**src/rtl/vc_wrr_scheduler.sv**
```systemverilog
// Weighted round-robin drain of four VC source FIFOs into one destination FIFO; pop-to-write is one cycle.
// No pops while dest_almost_full or !sched_en; grant and remaining credit are held across such stalls.
module vc_wrr_scheduler #(
    parameter int BW  = 6,
    parameter int WW  = 3,
    parameter int NVC = 4
) (
    input  logic              clk,
    input  logic              reset_L,
    input  logic              sched_en,
    input  logic [NVC*WW-1:0] vc_weight,
    input  logic [NVC-1:0]    vc_empty,
    input  logic [NVC*BW-1:0] vc_data,
    output logic [NVC-1:0]    vc_rd,
    input  logic              dest_almost_full,
    input  logic              dest_full,
    output logic              dest_wr,
    output logic [BW-1:0]     dest_data,
    output logic [1:0]        grant_vc,
    output logic              sched_error
);
    typedef enum logic [1:0] {IDLE, SERVE, ROTATE} state_t;

    state_t        state, state_nxt;
    logic [1:0]    grant_nxt;
    logic [WW-1:0] credit, credit_nxt;
    logic          started, started_nxt;
    logic          wr_pend;
    logic          pop;
    logic [1:0]    search_base;
    logic          found;
    logic [1:0]    found_vc;
    logic [WW-1:0] raw_weight;
    logic [WW-1:0] found_weight;

    // Descending scan so the smallest offset from search_base wins; the granted VC comes last.
    always_comb begin
        found       = 1'b0;
        found_vc    = '0;
        search_base = (state == IDLE && !started) ? 2'd0 : grant_vc + 2'd1;
        for (int i = NVC - 1; i >= 0; i--) begin
            if (!vc_empty[search_base + 2'(i)]) begin
                found    = 1'b1;
                found_vc = search_base + 2'(i);
            end
        end
    end

    assign raw_weight   = vc_weight[32'(found_vc)*WW +: WW];
    assign found_weight = (raw_weight == '0) ? WW'(1) : raw_weight;

    always_comb begin
        state_nxt   = state;
        grant_nxt   = grant_vc;
        credit_nxt  = credit;
        started_nxt = started;
        pop         = 1'b0;
        unique case (state)
            IDLE: begin
                if (sched_en && found) begin
                    grant_nxt   = found_vc;
                    credit_nxt  = found_weight;
                    started_nxt = 1'b1;
                    state_nxt   = SERVE;
                end
            end
            SERVE: begin
                pop = sched_en && !vc_empty[grant_vc] && (credit != '0) && !dest_almost_full;
                if (pop) begin
                    credit_nxt = credit - WW'(1);
                end
                if ((pop && credit == WW'(1)) ||
                    (!pop && (credit == '0 || vc_empty[grant_vc]))) begin
                    state_nxt = ROTATE;
                end
            end
            ROTATE: begin
                if (found) begin
                    grant_nxt  = found_vc;
                    credit_nxt = found_weight;
                    state_nxt  = SERVE;
                end else begin
                    state_nxt = IDLE;
                end
            end
            default: state_nxt = IDLE;
        endcase
    end

    always_ff @(posedge clk or negedge reset_L) begin
        if (!reset_L) begin
            state       <= IDLE;
            grant_vc    <= '0;
            credit      <= '0;
            started     <= 1'b0;
            wr_pend     <= 1'b0;
            sched_error <= 1'b0;
        end else begin
            state    <= state_nxt;
            grant_vc <= grant_nxt;
            credit   <= credit_nxt;
            started  <= started_nxt;
            wr_pend  <= pop;
            if (wr_pend && dest_full) begin
                sched_error <= 1'b1;
            end
        end
    end

    // grant_vc cannot change between a pop and its write: SERVE only exits via ROTATE,
    // which updates the grant at the end of the write cycle.
    assign vc_rd     = {NVC{pop}} & (NVC'(1) << grant_vc);
    assign dest_wr   = wr_pend;
    assign dest_data = wr_pend ? vc_data[32'(grant_vc)*BW +: BW] : '0;

endmodule

```
**config.mk**
```make
export PLATFORM = sky130hd
export DESIGN_NAME = vc_wrr_scheduler
export DESIGN_NICKNAME = d
export VERILOG_FILES = /design/src/rtl/vc_wrr_scheduler.sv
export SDC_FILE = /design/constraint.sdc
export NUM_CORES = 1
export LEC_CHECK = 0
export ABC_AREA = 0
export CAP_MARGIN = 5
export CELL_PAD_IN_SITES_DETAIL_PLACEMENT = 1
export CELL_PAD_IN_SITES_GLOBAL_PLACEMENT = 1
export CORE_AREA = 2 2 69 71
export DETAILED_ROUTE_END_ITERATION = 12
export DIE_AREA = 0 0 71 73
export PLACE_DENSITY = 0.77
export RECOVER_POWER = 100
export SETUP_SLACK_MARGIN = 0.05
export SYNTH_ARGS = -nofsm -noshare
export SYNTH_HDL_FRONTEND = slang
export SYNTH_SLANG_ARGS = --single-unit
```
**constraint.sdc**
```tcl
create_clock -name clk -period 2.65 [get_ports clk]
set_clock_uncertainty 0.15 [all_clocks]
set_input_delay 0.795 -clock clk [delete_from_list [all_inputs] [get_ports clk]]
set_output_delay 0.795 -clock clk [all_outputs]
set_load 0.005 [all_outputs]
```
==> out/qor.yml, run 1 <==
finalNetCount: 255
cts_tree: "built"
ios: 59
syn_inst: 106
synth_cell_types: 35
synth_nets: 158
h-tree-depth: 1
path_max_fanout: 3
ys_warn_count: 0
num_antenna_cells: 0
antenna_found_initial: 0
grt_use_total_pct: 16.5
required_ns: 1.71
period_share_pct: 114
yosysMostFrequentCell: "and2_1"
setup_tns_ns: -1.30
layout_min_cycle_time_ns: 3.03
ctsHoldBuffers: 0
final_cell_area_sq_um: 2010
start_util_pct: 22.6
dp.final_hpwl_microns: 3180
fmax_ghz: 0.331
violations: "negative setup slack"
yosysSeqAreaShare_pct: 24.4
endpoint_kind: "output port"
clkTransAtPathRegs_ns: 0.05
rsz0062_at_grt: "yes"
grt_overflow: 0
fill_cells: 542
synth_top_area_share_pct: 24.4
fin_ws_ns: -0.375
drc_errors: 0
status: "finished, violations left"
routedWlPerCell_microns: 17.1
internal_power_mw: 1.09
rows: 25
cts_root_buffer: "clkbuf_8"
first_pass_iters: 4
instances_no_fill: 255
startpoint_type: "input port"
fp.dieH_microns: 73
grt_pass1_wl_microns: 6780
powerDensity_nw_per_um2: 900
coreArea_sq_um: 4540
clock_sinks: 10
pwr-share-seq_pct: 14.9
synth_area_per_cell_sq_um: 9.67
place_ws_ns: -1.05
power.leakage_nw: 0.936
irDropWorstVdd_uv: 361
max-cap-violations: 0
gp_congestion: 0.909
finalHoldViolCount: 0
die_w_microns: 71
clockBufferDepth: 2
arrival_ns: 2.08
yosys-top-cells-count: "and2_1, dfrtp_1, ha_1, mux4_2, o21ai_0"
syn_to_final_growth_pct: 96.1
routed_wirelength_microns: 4370
finalSetupViolCount: 7
via_count: 1277
power_frac_clock_pct: 8.5
utilization_pct: 44.3
swShare_pct: 39.6
syn_area_sq_um: 1020
fp.dieArea_sq_um: 5180
crit_type: "input port to output port"
power.share.combinational_pct: 76.7
numPortBuffers: 58
place_area_sq_um: 1820
final_antenna_net_count: 0
p_switching_uw: 715
synthTopCellsByArea: "dfrtp_1, mux4_2, ha_1"
slew_headroom_pct: 50.8
drive_above_1_share_pct: 53.7
grt_start_max_net_pins: 11
async_reset_ff_share_pct: 100
synth_flop_cell: "dfrtp_1"
via_per_inst: 5.01
finalMaxSlewViolations: 0
dp_cells: 237
synth_area_leader_cell: "dfrtp_1"
drtIter0Drc: 15
worst_slew_pin_slew_ns: 0.730
min_path_type: "flip-flop to flip-flop"
synth_edf_count: 0
cts_made_buffers: 3
ys_seq_elements: 10
grt_pass1_vias: 1427
clk_latency_ns: 0.23
==> sequential cells by signal, summed over array words and instances (netlist names) <==
signal,count
grant_vc,2
credit,3
started,1
state,2
dest_wr,1
sched_error,1
==> worst max-delay path, stage by stage <==
cell,delay (ns)
buf_6,0.09
mux4_2,0.49
nor2_2,0.12
and3_4,0.19
buf_6,0.10
buf_6,0.08
and2_4,0.13
buf_6,0.08
==> layer usage <==
layer | vias up | part of all wire (%) | track usage [%]
li1 | 591 | - | -
met1 | 620 | 35 | 16.5
met2 | 60 | 57 | 35.1
met3 | 6 | 6.9 | 3.45
met4 | 0 | 1.2 | 2.31
met5 | - | 0 | 0
==> stage by stage <==
step,power (mW),hold slack (ns)
finish,1.81,0.298
global route,1.94,0.328
CTS,1.67,0.312
detailed placement,1.33,0.301
global placement,1.26,0.291
floorplan,0.846,0.301
==> final timing paths <==
check	startpoint	end	slack (ns)	cells past startpoint
max	vc_empty[3]	vc_rd[3]	-0.38	8
min	sched_error$_DFFE_PN0P_	sched_error$_DFFE_PN0P_	0.30	1
max reg2reg	grant_vc[0]$_DFFE_PN0P_	credit[0]$_DFFE_PN0P_	0.03	12
min reg2reg	sched_error$_DFFE_PN0P_	sched_error$_DFFE_PN0P_	0.30	1
max in group asynchronous	reset_L	grant_vc[0]$_DFFE_PN0P_	1.18	1
min in group asynchronous	reset_L	credit[1]$_DFFE_PN0P_	0.82	1
==> cells by family (layout without fill, tap and decap cells) <==
kind of cell	count (synthesis)	in the layout	synth area share, %
buffers and inverters	8	103	3.54
AND/OR/NAND/NOR	39	39	21.9
multiplexers	11	11	19.4
flip-flops	10	10	24.4
adder cells (fa/ha/maj)	7	7	8.55
AO/OA/AOI/OAI	31	31	22.2
==> repair_timing <==
item,CTS,global route
pin swaps,10,15
gates cloned,1,0
setup endpoints to repair,13,13
gates resized for setup,155,23
hold endpoints to repair,0,0
buffers inserted,6,9
==> power groups by stage <==
stage          logic, mW  clock network, mW  registers (mW)
2_1_floorplan      0.576                  0           0.270
3_3_place_gp        1.00                  0           0.262
3_5_place_dp        1.06                  0           0.267
4_1_cts             1.24              0.155           0.271
5_1_grt             1.50              0.169           0.276
6_report            1.39              0.153           0.269
==> placed cells by master (no fill, tap or decap), types with 2 or more instances in the layout <==
| master | count |
|---|---|
| buf_2 | 26 |
| clkdlybuf4s50_1 | 15 |
| o21ai_0 | 6 |
| nor2_1 | 4 |
| nor2_2 | 2 |
| buf_4 | 25 |
| and2_1 | 6 |
| a32oi_2 | 2 |
| a21oi_1 | 4 |
| mux2i_1 | 3 |
| ha_1 | 6 |
| buf_6 | 15 |
| nor2b_4 | 3 |
| dfrtp_1 | 9 |
| nor2b_1 | 2 |
| dlygate4sd3_1 | 5 |
| nand2_1 | 4 |
| mux4_2 | 7 |
| o21ai_1 | 4 |
| clkbuf_8 | 3 |
| nand4_1 | 3 |
| inv_1 | 4 |
| clkbuf_1 | 2 |
| a41oi_2 | 2 |
| nand2b_1 | 3 |
| and2_4 | 5 |
| clkdlybuf4s15_1 | 3 |
| a21oi_2 | 2 |
==> cell type report <==
| cell class | count | area (sq um) | share of cell area, % |
|---|---|---|---|
| Multi-Input combinational cell | 88 | 856 | 42.6 |
| Timing Repair Buffer | 95 | 772 | 38.4 |
| Sequential cell | 10 | 251 | 12.5 |
| Tap cell | 54 | 67.6 | 3.36 |
| Clock buffer | 3 | 41.3 | 2.05 |
| Inverter | 5 | 21.3 | 1.06 |
(Power assumes the default switching activity.)
==> run 2, diff against run 1 <==
--- a/config.mk
+++ b/config.mk
@@ -5,14 +5,14 @@
 export SDC_FILE = /design/constraint.sdc
 export NUM_CORES = 1
 export LEC_CHECK = 0
-export ABC_AREA = 0
+export ABC_AREA = 1
 export CAP_MARGIN = 5
 export CELL_PAD_IN_SITES_DETAIL_PLACEMENT = 1
 export CELL_PAD_IN_SITES_GLOBAL_PLACEMENT = 1
-export CORE_AREA = 2 2 69 71
+export CORE_AREA = 2 2 75 77
 export DETAILED_ROUTE_END_ITERATION = 12
-export DIE_AREA = 0 0 71 73
-export PLACE_DENSITY = 0.77
+export DIE_AREA = 0 0 77 79
+export PLACE_DENSITY = 0.78
 export RECOVER_POWER = 100
 export SETUP_SLACK_MARGIN = 0.05
 export SYNTH_ARGS = -nofsm -noshare
==> out/qor.yml, run 2 <==
syn_area_sq_um: 1220  # +19%
synth_top_area_share_pct: 20.4  # -4.0 points
clock_sinks: 10  # unchanged
largest_registers: "credit x3, grant_vc x2, state x2"
gp_congestion: 0.782  # -14%
dp_cells: 350  # +48%
period_share_pct: 110  # -3.8 points
async_reset_ff_share_pct: 100  # unchanged
largest_reg_flops: 3  # unchanged
ios: 59  # unchanged
start_util_pct: 22.9  # +0.33 points
status: "finished, violations left"
finalSetupViolCount: 4  # -3
largest_register: "credit"
crit_slowest_cell: "nor3b_4"
instances_no_fill: 369  # +45%
synth_edf_count: 0  # unchanged
power.leakage_nw: 1.20  # +28%
arrival_ns: 1.98  # -0.10 ns
cts_made_buffers: 3  # unchanged
coreArea_sq_um: 5340  # +18%
final_cell_area_sq_um: 2320  # +15%
fmax_ghz: 0.342  # +3.5%
ctsHoldBuffers: 0  # unchanged
final_common_cell: "buf_4"
layout_common_cells: "buf_4, nand2_1, nor2_1"
finalNetCount: 351  # +38%
dp.final_hpwl_microns: 3770  # +19%
fp.dieH_microns: 79  # +8.2%
grt_overflow: 0  # unchanged
place_area_sq_um: 2070  # +13%
grt_start_max_net_pins: 17  # +6
synth_cell_types: 28  # -20%
final_antenna_net_count: 0  # unchanged
antenna_found_initial: 0  # unchanged
ys_seq_elements: 10  # unchanged
synth_area_leader_cell: "dfrtp_1"
crit_buf_inv: 5  # +1
endpoint_kind: "output port"
die_w_microns: 77  # +8.5%
drc_errors: 0  # unchanged
finalHoldViolCount: 0  # unchanged
grt_use_total_pct: 15.4  # -1.1 points
startpoint_type: "input port"
violations: "negative setup slack"
syn_to_final_growth_pct: 89.4
synthTopCellsByArea: "dfrtp_1, nor2_1, nand2_1"
irDropWorstVdd_uv: 458  # +27%
via_count: 1671  # +31%
cts_tree: "built"
finalMaxSlewViolations: 0  # unchanged
synth_flop_cell: "dfrtp_1"
crit_type: "input port to output port"
drtIter0Drc: 28  # +13
h-tree-depth: 1  # unchanged
fin_ws_ns: -0.274  # +0.102 ns
max-cap-violations: 0  # unchanged
worst_slew_pin_slew_ns: 0.475  # -0.255 ns
layout_min_cycle_time_ns: 2.92  # -0.102 ns
worstPathCellList: "buf_8 -> inv_4 -> o21ai_2 -> a21oi_2 -> o21ai_2 -> nor3b_4 -> nand2_2 -> buf_6 -> buf_6 -> nor2_4 -> buf_2"
routedWlPerCell_microns: 13.8  # -19%
utilization_pct: 43.4  # -0.89 points
yosysSeqAreaShare_pct: 20.4  # -4.0 points
synth_area_per_cell_sq_um: 6.18  # -36%
min_path_type: "flip-flop to flip-flop"
slew_headroom_pct: 68.2  # +17 points
syn_inst: 198  # +87%
cp_top_family: "buffers and inverters"
powerDensity_nw_per_um2: 1250  # +39%
path_max_fanout: 3  # unchanged
routed_wirelength_microns: 5100  # +17%
required_ns: 1.71  # about the same
via_per_inst: 4.53  # -9.6%
numPortBuffers: 58  # unchanged
grt_pass1_wl_microns: 7760  # +14%
ys_warn_count: 0  # unchanged
num_antenna_cells: 0  # unchanged
clockBufferDepth: 2  # unchanged
rsz0062_at_grt: "yes"
drive_above_1_share_pct: 34.7  # -19 points
clk_latency_ns: 0.24  # about the same
fp.dieArea_sq_um: 6080  # +17%
yosys-top-cells-count: "nor2_1, nand2_1, inv_1"
first_pass_iters: 4  # unchanged
cts_root_buffer: "clkbuf_8"
clkTransAtPathRegs_ns: 0.05  # about the same
synth_nets: 250  # +58%
grt_pass1_vias: 1753  # +23%
max_stage_delay_ns: 0.22  # -0.27 ns
yosysMostFrequentCell: "nor2_1"
rows: 27  # +8.0%
run 2: through the flow:
| stage | setup TNS [ns] | total power, mW | hold slack (ns) | setup slack [ns] |
|---|---|---|---|---|
| 2_1_floorplan | 0 | 1.50 | 0.301 | 0.0859 |
| 3_3_place_gp | -6.29 | 2.17 | 0.289 | -0.858 |
| 3_5_place_dp | -7.35 | 2.24 | 0.310 | -1.01 |
| 4_1_cts | -0.896 | 2.49 | 0.320 | -0.295 |
| 5_1_grt | -1.15 | 3.17 | 0.346 | -0.330 |
| 6_report | -0.864 | 2.89 | 0.309 | -0.274 |
run 2: power breakdown:
group / total, mW / leakage [nW] / switching [mW] / internal (mW)
Combinational: 2.46 / 1.06 / 1.34 / 1.12
Clock: 0.158 / 0.0216 / 0.0588 / 0.0994
Sequential: 0.273 / 0.117 / 0.0504 / 0.223
Total: 2.89 / 1.20 / 1.45 / 1.44
run 2: kinds of logic (layout without fill, tap and decap cells):
group	Yosys count	after routing	share of synthesized area, %
AND/OR/NAND/NOR	105	105	42.2
adder cells (fa/ha/maj)	7	7	7.16
AO/OA/AOI/OAI	39	39	17.7
buffers and inverters	36	135	11.8
XOR/XNOR	1	1	0.716
flip-flops	10	10	20.4
run 2: repair_timing:
action,CTS,global route
endpoints found under the setup margin,12,9
setup buffers,8,8
gates resized for setup,101,28
pin swaps,31,12
run 2: routing by layer:
| layer | up-vias | GRT usage (%) | routed length [microns] |
|---|---|---|---|
| met5 | - | 0 | 0 |
| met4 | 0 | 3.21 | 40 |
| met3 | 4 | 1.70 | 217 |
| met2 | 56 | 30.7 | 2740 |
| met1 | 778 | 17.7 | 2100 |
| li1 | 833 | - | - |
run 2: final cells by class:
type                       instances  area [sq um]
multi-input combinational        152           946
clock buffer                       3          41.3
timing repair buffer             100           861
tap                               72          90.1
inverter                          32           128
fill                             700          3020
sequential                        10           251
run 2: worst register-to-register path, cell delays in order, from the launching register on:
cell,delay (ns)
dfrtp_1,0.40
inv_4,0.12
buf_12,0.11
buf_12,0.13
ha_4,0.22
nand2_1,0.09
inv_1,0.05
nor2_2,0.15
nand2_2,0.11
inv_1,0.08
nor2_2,0.06
nand3b_1,0.13
o211ai_2,0.17
buf_4,0.17
a22oi_2,0.12
o21ai_1,0.10
o21ai_1,0.07
run 2: worst paths after layout:
| path | depth (start not counted) | start | slack (ns) | endpoint |
|---|---|---|---|---|
| max in group asynchronous | 1 | reset_L | 1.20 | grant_vc[1]$_DFFE_PN0P_ |
| worst max-delay path | 11 | vc_empty[3] | -0.27 | vc_rd[2] |
| worst min register to register | 1 | sched_error$_DFFE_PN0P_ | 0.31 | sched_error$_DFFE_PN0P_ |
| worst min-delay path | 1 | sched_error$_DFFE_PN0P_ | 0.31 | sched_error$_DFFE_PN0P_ |
| worst max register to register | 16 | grant_vc[0]$_DFFE_PN0P_ | 0.13 | credit[1]$_DFFE_PN0P_ |
| min in group asynchronous | 1 | reset_L | 0.80 | state[0]$_DFFE_PN0P_ |
==> run 3, diff against run 2 <==
--- a/config.mk
+++ b/config.mk
@@ -6,6 +6,7 @@
 export NUM_CORES = 1
 export LEC_CHECK = 0
 export ABC_AREA = 1
+export ABC_CLOCK_PERIOD_IN_PS = 2370
 export CAP_MARGIN = 5
 export CELL_PAD_IN_SITES_DETAIL_PLACEMENT = 1
 export CELL_PAD_IN_SITES_GLOBAL_PLACEMENT = 1
==> constraint.sdc (replaced) <==
create_clock -name clk -period 2.37 [get_ports clk]
set_clock_uncertainty 0.15 [all_clocks]
set_input_delay 0.711 -clock clk [delete_from_list [all_inputs] [get_ports clk]]
set_output_delay 0.711 -clock clk [all_outputs]
set_load 0.005 [all_outputs]
==> out/qor.yml, run 3 (synthesis results as in run 2) <==
layout_min_cycle_time_ns: 2.75
antenna_found_initial: 0  # unchanged
crit_buf_inv: 4  # -1
fin_ws_ns: -0.379  # -0.105 ns
finalSetupViolCount: 10  # +6
worstReg2RegEnd: "credit[0]$_DFFE_PN0P_"
hold_path_depth: 1  # unchanged
required_ns: 1.51  # -0.20 ns
crit_type: "input port to output port"
drtIter0Drc: 56  # +100%
startpoint: "vc_empty[1]"
grt_pass1_wl_microns: 7890  # +1.7%
endpoint_kind: "output port"
via_per_inst: 4.61  # +1.8%
min_path_type: "flip-flop to flip-flop"
max_stage_delay_ns: 0.23  # about the same
path_max_fanout: 3  # unchanged
reg2reg_from: "grant_vc[0]$_DFFE_PN0P_"
drive_above_1_share_pct: 49.5  # +15 points
grt_overflow: 0  # unchanged
utilization_pct: 49.8  # +6.4 points
ios: 59  # unchanged
rsz0062_at_grt: "yes"
clk_latency_ns: 0.24  # about the same
die_w_microns: 77  # unchanged
max-cap-violations: 0  # unchanged
syn_to_final_growth_pct: 117
final_common_cell: "buf_4"
fmax_ghz: 0.364
clockBufferDepth: 2  # unchanged
first_pass_iters: 6  # +2
grt_use_total_pct: 15.8  # +0.40 points
power.leakage_nw: 1.30  # +8.6%
clkTransAtPathRegs_ns: 0.04  # about the same
min_to: "sched_error$_DFFE_PN0P_"
final_antenna_net_count: 0  # unchanged
setup_tns_ns: -2.39  # -1.53 ns
crit_slowest_cell: "nor3b_4"
powerDensity_nw_per_um2: 1610  # +29%
clock_sinks: 10  # unchanged
h-tree-depth: 1  # unchanged
fp.dieH_microns: 79  # unchanged
numPortBuffers: 58  # unchanged
largest_registers: "credit x3, grant_vc x2, state x2"
dp.final_hpwl_microns: 3570  # -5.4%
status: "finished, violations left"
irDropWorstVdd_uv: 563  # +23%
rows: 27  # unchanged
instances_no_fill: 375  # +1.6%
layout_common_cells: "buf_4, dlygate4sd2_1, inv_1"
worstPathCellList: "buf_6 -> inv_4 -> o21ai_2 -> a21oi_2 -> o21ai_2 -> nor3b_4 -> nand2_2 -> buf_6 -> nor2_2 -> buf_2"
largest_register: "credit"
finalHoldViolCount: 0  # unchanged
worst_slew_pin_slew_ns: 0.501  # +0.0256 ns
ff2ff_path_depth: 18  # +2
cts_root_buffer: "clkbuf_8"
fp.dieArea_sq_um: 6080  # unchanged
via_count: 1728  # +3.4%
dp_cells: 351  # +0.29%
slew_headroom_pct: 66.5  # -1.7 points
cts_made_buffers: 3  # unchanged
finalNetCount: 356  # +1.4%
drc_errors: 0  # unchanged
period_share_pct: 116
largest_reg_flops: 3  # unchanged
startpoint_type: "input port"
violations: "negative setup slack"
coreArea_sq_um: 5340  # unchanged
grt_pass1_vias: 1730  # -1.3%
start_util_pct: 22.9  # unchanged
cts_tree: "built"
min-delay-start: "sched_error$_DFFE_PN0P_"
finalMaxSlewViolations: 0  # unchanged
arrival_ns: 1.89  # -0.09 ns
r2r_setup_slack_ns: -0.25  # -0.38 ns
routedWlPerCell_microns: 16.1  # +17%
cp_top_family: "simple AND/OR/NAND/NOR gates"
routed_wirelength_microns: 6050  # +19%
grt_start_max_net_pins: 18  # +1
gp_congestion: 0.848  # +8.5%
num_antenna_cells: 0  # unchanged
## run 3: changes by cell type in the layout (fill, tap and decap cells not counted), moves of 11 or more
cell | previous run | this run
clkdlybuf4s50_1 | 28 | 16
dlygate4sd2_1 | 13 | 26
buf_6 | 3 | 14
nand2_1 | 30 | 18
nor2_1 | 29 | 18
## run 3: worst max path at each step
stage	to	slack (ns)	cells past startpoint
detailed placement	vc_rd[3]	-1.06	9
CTS	vc_rd[3]	-0.31	10
finish	vc_rd[3]	-0.38	10
global route	vc_rd[2]	-0.47	10
global placement	vc_rd[2]	-0.99	9
floorplan	vc_rd[1]	0.04	7
## run 3: per-layer routing
layer | GRT usage, % | vias to the layer above | share of wire, %
met3 | 1.48 | 8 | 4.1
met4 | 4.29 | 0 | 2.0
li1 | - | 844 | -
met1 | 19.0 | 816 | 39
met5 | 0 | - | 0
met2 | 30.1 | 60 | 54
## run 3: area by class of cell
cell class	count	area, sq um
clock buffers	4	45.0
fillers	672	2680
inverters	32	136
multi-input cells	152	1190
flip-flops and latches	10	251
well taps	72	90.1
repair buffers	105	946
## run 3: what timing repair did
item / 4_1_cts / 5_1_grt
endpoints found under the hold margin: 0 / 0
resized for setup: 113 / 100
setup buffers: 5 / 16
setup endpoints to repair: 16 / 15
hold buffers: 0 / 0
cloned: 0 / 1
pin swaps: 35 / 28
## run 3: where the power goes
group | leakage [nW] | internal [mW] | switching (mW)
logic | 1.16 | 1.71 | 2.08
clock network | 0.0228 | 0.118 | 0.0701
registers | 0.117 | 0.249 | 0.0594
total | 1.30 | 2.07 | 2.20
## run 3: per-stage QoR
| stage | power [mW] | setup slack, ns | hold WS [ns] | area (sq um) |
|---|---|---|---|---|
| 3_5_place_dp | 2.57 | -1.06 | 0.294 | 2100 |
| 2_1_floorplan | 1.73 | 0.0429 | 0.265 | 1260 |
| 6_report | 4.28 | -0.379 | 0.300 | 2660 |
| 5_1_grt | 4.62 | -0.471 | 0.325 | 2660 |
| 3_3_place_gp | 2.50 | -0.986 | 0.288 | 2100 |
| 4_1_cts | 2.89 | -0.309 | 0.304 | 2150 |
